**src/rtl/cv32e40s_idx_to_vec.sv**
```systemverilog
// cv32e40s_idx_to_vec: turns binary set/clear index requests into a registered pending vector
// with an incrementally maintained set-bit count, full/empty flags and an error pulse.
module cv32e40s_idx_to_vec #(
   parameter int LEN      = 32,
   parameter bit SET_WINS = 1'b1,
   localparam int IDX_W   = (LEN > 1) ? $clog2(LEN) : 1,
   localparam int CNT_W   = $clog2(LEN + 1)
) (
   input  logic             clk,
   input  logic             rst_n,
   input  logic             set_valid_i,
   input  logic [IDX_W-1:0] set_idx_i,
   input  logic             clr_valid_i,
   input  logic [IDX_W-1:0] clr_idx_i,
   input  logic             clr_all_i,
   output logic [LEN-1:0]   vec_o,
   output logic [LEN-1:0]   onehot_o,
   output logic [CNT_W-1:0] count_o,
   output logic             empty_o,
   output logic             full_o,
   output logic             err_o
);
   localparam logic [IDX_W:0] LEN_C = (IDX_W + 1)'(LEN);

   logic [LEN-1:0]   vec_q, vec_d, onehot_q, onehot_d;
   logic [CNT_W-1:0] count_q, count_d;
   logic             err_q, err_d;
   logic             set_in, clr_in, set_ok, clr_ok, same, dup;
   logic [LEN-1:0]   set_mask, clr_mask, eff_set, eff_clr, new_set, new_clr;

   always_comb begin
      set_in   = {1'b0, set_idx_i} < LEN_C;
      clr_in   = {1'b0, clr_idx_i} < LEN_C;
      set_ok   = set_valid_i & set_in;
      clr_ok   = clr_valid_i & clr_in;
      set_mask = set_ok ? (LEN'(1) << set_idx_i) : '0;
      clr_mask = clr_ok ? (LEN'(1) << clr_idx_i) : '0;
      same     = set_ok & clr_ok & (set_idx_i == clr_idx_i);
      // A same-index collision resolves to a single effective operation chosen by SET_WINS
      eff_set  = (same && !SET_WINS) ? '0 : set_mask;
      eff_clr  = (same && SET_WINS) ? '0 : clr_mask;
      new_set  = eff_set & ~vec_q;
      new_clr  = eff_clr & vec_q;
      dup      = |(set_mask & vec_q) & ~same;
      vec_d    = clr_all_i ? '0 : (vec_q | new_set) & ~new_clr;
      onehot_d = clr_all_i ? '0 : (|new_set) ? new_set : onehot_q;
      count_d  = clr_all_i ? '0 : count_q + CNT_W'(|new_set) - CNT_W'(|new_clr);
      err_d    = ~clr_all_i & ((set_valid_i & ~set_in) | (clr_valid_i & ~clr_in) | dup);
   end

   always_ff @(posedge clk) begin
      if (!rst_n) begin
         vec_q    <= '0;
         onehot_q <= '0;
         count_q  <= '0;
         err_q    <= 1'b0;
      end else begin
         vec_q    <= vec_d;
         onehot_q <= onehot_d;
         count_q  <= count_d;
         err_q    <= err_d;
      end
   end

   assign vec_o    = vec_q;
   assign onehot_o = onehot_q;
   assign count_o  = count_q;
   assign empty_o  = count_q == '0;
   assign full_o   = count_q == CNT_W'(LEN);
   assign err_o    = err_q;
endmodule

```
**config.mk**
```make
export PLATFORM = sky130hd
export DESIGN_NAME = cv32e40s_idx_to_vec
export DESIGN_NICKNAME = d
export VERILOG_FILES = /design/src/rtl/cv32e40s_idx_to_vec.sv
export SDC_FILE = /design/constraint.sdc
export NUM_CORES = 1
export LEC_CHECK = 0
export BUFFER_PORTS_ARGS = -buffer_cell sky130_fd_sc_hd__buf_2
export CAP_MARGIN = 0
export CORE_MARGIN = 4
export CORE_UTILIZATION = 40
export CTS_CLUSTER_DIAMETER = 50
export DETAILED_ROUTE_END_ITERATION = 10
export REMOVE_ABC_BUFFERS = 1
export SYNTH_ARGS = -nofsm -noshare
export SYNTH_HDL_FRONTEND = slang
export SYNTH_SLANG_ARGS = --single-unit
```
**constraint.sdc**
```tcl
create_clock -name clk -period 4 [get_ports clk]
set_clock_uncertainty 0.15 [all_clocks]
set_input_delay 0.8 -clock clk [delete_from_list [all_inputs] [get_ports clk]]
set_output_delay 0.8 -clock clk [all_outputs]
set_load 0.1 [all_outputs]
```
### Word level (Yosys, flattened, before mapping)

Cells that the tools add are included.
W data, S select, Z words.

| word-level totals | value |
|---|---|
| register bits after elaboration | 71 |
| output and inout port bits | 73 |
| word-level logic and storage cells | 32 |

| operators by class | value |
|---|---|
| $add $sub $neg | 2 |
| equality and inequality tests | 2 |
| shift-type cells | 2 |
| mux-type cells | 3 |
| bitwise logic cells | 14 |
| reductions and logical operators | 5 |

Operator list:

| kind | count |
|---|---|
| $and A32 B32 Y32 | 4 |
| $mux W32 | 3 |
| $reduce_or A32 Y1 | 3 |
| $not A32 Y32 | 2 |
| $shl A1 B5 Y32 const A | 2 |
| $or A32 B32 Y32 | 1 |
| $add A6 B1 Y6 | 1 |
| $eq A6 B6 Y1 const B | 1 |
| $logic_not A6 Y1 | 1 |
| $sub A6 B1 Y6 | 1 |
| $eq A5 B5 Y1 | 1 |
| $and A1 B1 Y1 | 4 |
| $not A1 Y1 | 3 |
| $reduce_or A2 Y1 | 1 |

### Longest topological paths before layout

| logic depth | value |
|---|---|
| depth in word-level cells | 6 |
| gate-level depth with buffers | 17 |

### Worst setup path before layout

Ideal clock, no wire load.

| timing path | value |
|---|---|
| path type | reg-to-output |
| start point | register count_q[5] (netlist: count_o[5]) |
| end point | output port full_o |
| data arrival time | 4,073 ps |
| required time | 3,050 ps |
| setup slack | -1,023 ps |
| stages on the path, launching flop included | 3 |
| path through | dfxtp_1 -> ha_1 -> nor4bb_1 |

| between the ends | value |
|---|---|
| cells in the longest elaborated chain, start to end | 1 |

RTL lines:

| what | line | RTL |
|---|---|---|
| from (decl) | 26 | `logic [CNT_W-1:0] count_q, count_d;` |
| from (signal assigned) | 60 | `count_q <= count_d;` |
| $eq A6 B6 Y1 | 69 | `assign full_o = count_q == CNT_W'(LEN);` |
| to (decl) | 20 | `output logic full_o,` |

No other way between the ends.

### Worst setup path after layout

| timing path | value |
|---|---|
| start point | input port clr_idx_i[3] |
| end point | register count_q[4] (netlist: count_o[4]) |

| between the ends | value |
|---|---|
| cells in the longest elaborated chain, start to end | 6 |
| elaborated cells between the ends (all ways) | 8 |
| those cells by class | add/sub: 1; eq/ne: 1; shift: 1; mux: 2; bitwise: 2; reduce/logical: 1 |

RTL lines:

| what | line | RTL |
|---|---|---|
| from (decl) | 14 | `input logic [IDX_W-1:0] clr_idx_i,` |
| $eq A5 B5 Y1 / $shl A1 B5 Y32 (equally long branches) | 38, 37 |  |
| $and A1 B1 Y1 / $mux W32 (equally long branches) | 38, 37 |  |
| $mux W32 (*) | 41 | `eff_clr = (same && SET_WINS) ? '0 : clr_mask;` |
| $and A32 B32 Y32 (*) | 43 | `new_clr = eff_clr & vec_q;` |
| $reduce_or A32 Y1 (*) | 47 | `count_d = clr_all_i ? '0 : count_q + CNT_W'(\|new_set) - CNT_W'(\|new_clr);` |
| $sub A6 B1 Y6 (*) | 47 |  |

Mark *: on every way between the ends. The rest lies on a longest branch, timed or not.
A chain may end at the register's enable or synchronous reset.

==> flow_metrics.tcl <==
set metrics [dict create \
    run_status "finished clean" \
    max-cap-violations 0 \
    die-height_um 109.2 \
    power.ir.vdd_worst_v 0.0002019 \
    fill_cells 987 \
    grt_antenna_before_repair 0 \
    final_common_cell "sky130_fd_sc_hd__buf_2" \
    chipWidth_um 109.2 \
    drt-initial-drc-count 399 \
    postLayoutCoreUtil 0.5287 \
    clock_latency_ns 0.36 \
    cts_tree "built" \
    cp.required_ns 4.09 \
    vias 4515 \
    vias_in_the_first_global_route 4473 \
    ctsLongestPathBuffers 2 \
    tritoncts_num_sinks 71 \
    finalWeightedCongestion 0.9688 \
    post_synthesis_instance_area_um2 4093 \
    drt-vias-per-instance 5.925 \
    synthesis.yosys.warnings 0 \
    avgRoutedWirePerCell_um 22.40 \
    cts.repair.resized 0 \
    grt_max_degree 25 \
    top_level_port_count 88 \
    drt-pass1-iter-count 5 \
    critical_path.endpoint_type "register" \
    area.growth.synth_to_final_pct 27.42 \
    fp.dieArea_um2 11910 \
    core-area_um2 9864 \
    first_pass_grt_wire_length_mm 26.05 \
    synth_edf_count 0 \
    synth.distinct_cells 71 \
    count_of_mapped_cells_out_of_synthesis 490 \
    floorplan.rows 36 \
    layout_worst_path_cycle_share 0.9264 \
    clock.fmax_mhz 269.9 \
    diodes 0 \
    arrival_ns 3.80 \
    seq_area_frac_synth 0.3473 \
    maxSlewViolCount 0 \
    globalRouteTotalUtil 0.2966 \
    tritoncts.num_buffers 9 \
    cts_max_level 3 \
    topRoutingLayerUsed "met4" \
    route.antenna.remaining_nets 0 \
    finalHoldViolCount 0 \
    grt_setup_unrepaired "no" \
    post_cts.repair.setup_buffers 0 \
    met1_routed_wirelength_after_detailed_routing_mm 7.675 \
    dp_hpwl_mm 13.05 \
    setup_viol_count_final 0 \
    totalWireLength_mm 17.07 \
    clock_period_minus_worst_slack_ns 3.706 \
    avgSynthCellArea_um2 8.352 \
    placed_area_um2 5042 \
    synth_async_sr_flop_share 0 \
    grt_overflow_total 0 \
    yosys_most_used_dff "sky130_fd_sc_hd__dfxtp_1" \
    post_route_cell_area_um2 5215 \
    power_density_nw_per_um2 311.4 \
    hp-class "register to register" \
    final_cell_mix "sky130_fd_sc_hd__buf_2, sky130_fd_sc_hd__buf_4, sky130_fd_sc_hd__dfxtp_1, sky130_fd_sc_hd__a21oi_1, sky130_fd_sc_hd__nor2_1" \
    met2_length_mm 7.438 \
    slew_headroom 0.3434 \
    design.final.nets 649 \
    cts_root_buf "sky130_fd_sc_hd__clkbuf_8" \
    crit_path_max_fanout 7 \
    tightestPinTransition_ns 0.9804 \
    floorplan.initialDensity 0.4149 \
    synth-seq-cells 71 \
    met3RoutedLength_mm 1.271 \
    route.detailed.drc 0 \
    cts.reportedPaths.clkPinSlew_ns 0.08 \
    layout-drive-gt1-share 0.3132 \
    p_leak_nw 2.179 \
    cp-start-kind "primary input" \
    cts_hold_buf 0 \
    worst-setup-path-type "primary input to register" \
    port-buffer-count 87 \
]
cells by family after synthesis:
group	count (synthesis)	share of synthesized area
simple gates	177	0.2363
compound gates	158	0.2519
flops	71	0.3473
buf+inv	48	0.05961
mux	17	0.05320
fa+ha+maj	10	0.03241
xor+xnor	9	0.01926
layer usage:
layer  global-route usage  vias to the layer above
met4               0.1280                        0
met3              0.06217                       41
met1               0.4106                     2183
li1                     -                     2107
met5                    0                        -
met2               0.4443                      184
critical path, stage by stage:
cell and delay (ns):
sky130_fd_sc_hd__buf_2 0.17, sky130_fd_sc_hd__mux2_2 0.36, sky130_fd_sc_hd__a22oi_1 0.14, sky130_fd_sc_hd__o22ai_1 0.10
sky130_fd_sc_hd__a2111o_1 0.42, sky130_fd_sc_hd__a21oi_1 0.15, sky130_fd_sc_hd__o211ai_1 0.16, sky130_fd_sc_hd__ha_1 0.32
sky130_fd_sc_hd__inv_1 0.04, sky130_fd_sc_hd__ha_1 0.20, sky130_fd_sc_hd__fa_1 0.41, sky130_fd_sc_hd__a21oi_1 0.15
sky130_fd_sc_hd__nor2_1 0.05, sky130_fd_sc_hd__nor2_1 0.11, sky130_fd_sc_hd__xor2_1 0.16, sky130_fd_sc_hd__nor2_1 0.05
power breakdown:
part / leakage (nW) / switching [mW] / internal [mW]
Sequential: 0.572 / 0.00726 / 0.714
Clock: 0.0894 / 0.300 / 0.226
Combinational: 1.52 / 0.267 / 0.111
registers in the layout, indices dropped and copies added (netlist names):
name      cells
vec_o        32
err_o         1
count_o       6
onehot_o     32
cells in the mapped netlist (all sizes together) (3+ instances only):
cell | n | area (um2)
inv | 11 | 41.29
a32oi | 3 | 26.28
xnor2 | 4 | 35.03
mux2i | 6 | 60.06
nand2b | 10 | 62.56
o211ai | 5 | 37.54
nor3 | 16 | 85.08
and3 | 4 | 25.02
nor4bb | 4 | 40.04
xor2 | 5 | 43.79
buf | 21 | 142.6
nor3b | 3 | 22.52
dfxtp | 71 | 1421
a22oi | 6 | 45.04
nor2b | 9 | 56.30
nor2 | 38 | 142.6
nand3b | 6 | 45.04
o21ai | 26 | 130.1
nand4 | 3 | 18.77
o31ai | 3 | 22.52
or3 | 9 | 56.30
nand2 | 33 | 126.4
o22ai | 11 | 68.82
a31oi | 17 | 106.4
clkbuf | 16 | 60.06
and2 | 8 | 50.05
nand3 | 22 | 115.1
mux4 | 3 | 67.56
mux2 | 8 | 90.09
o32ai | 6 | 52.55
a21oi | 49 | 245.2
a311oi | 8 | 70.07
a211oi | 4 | 42.54
ha | 9 | 112.6
area by class of cell:
cell class	instances	area (um2)	share of cell area
Inverter	11	41.29	0.007917
Clock inverter	7	48.80	0.009357
Sequential cell	71	1421	0.2726
Tap cell	133	166.4	0.03191
Clock buffer	9	123.9	0.02375
Timing Repair Buffer	160	983.4	0.1886
Multi-Input combinational cell	371	2430	0.4659
per-stage QoR:
step	total power [mW]	worst slack (ns)	std cells	TNS (ns)	hold slack, ns
floorplan	0.9583	-1.023	453	-1.944	0.7542
global placement	1.111	-0.04718	746	-0.04718	0.3049
detailed placement	1.110	-0.08270	746	-0.08270	0.3100
CTS	1.631	0.2885	762	0	0.3226
global route	1.690	0.09715	762	0	0.3364
finish	1.624	0.2943	762	0	0.3207
worst paths after layout:
kind	start	end	slack [ns]	cells past startpoint
max	clr_idx_i[3]	count_o[4]	0.29	16
min	onehot_o[24]	onehot_o[24]	0.32	2
max reg2reg	vec_o[5]	count_o[4]	0.59	15
min reg2reg	onehot_o[24]	onehot_o[24]	0.32	2
Note: power is estimated with default switching activity, not from simulation.
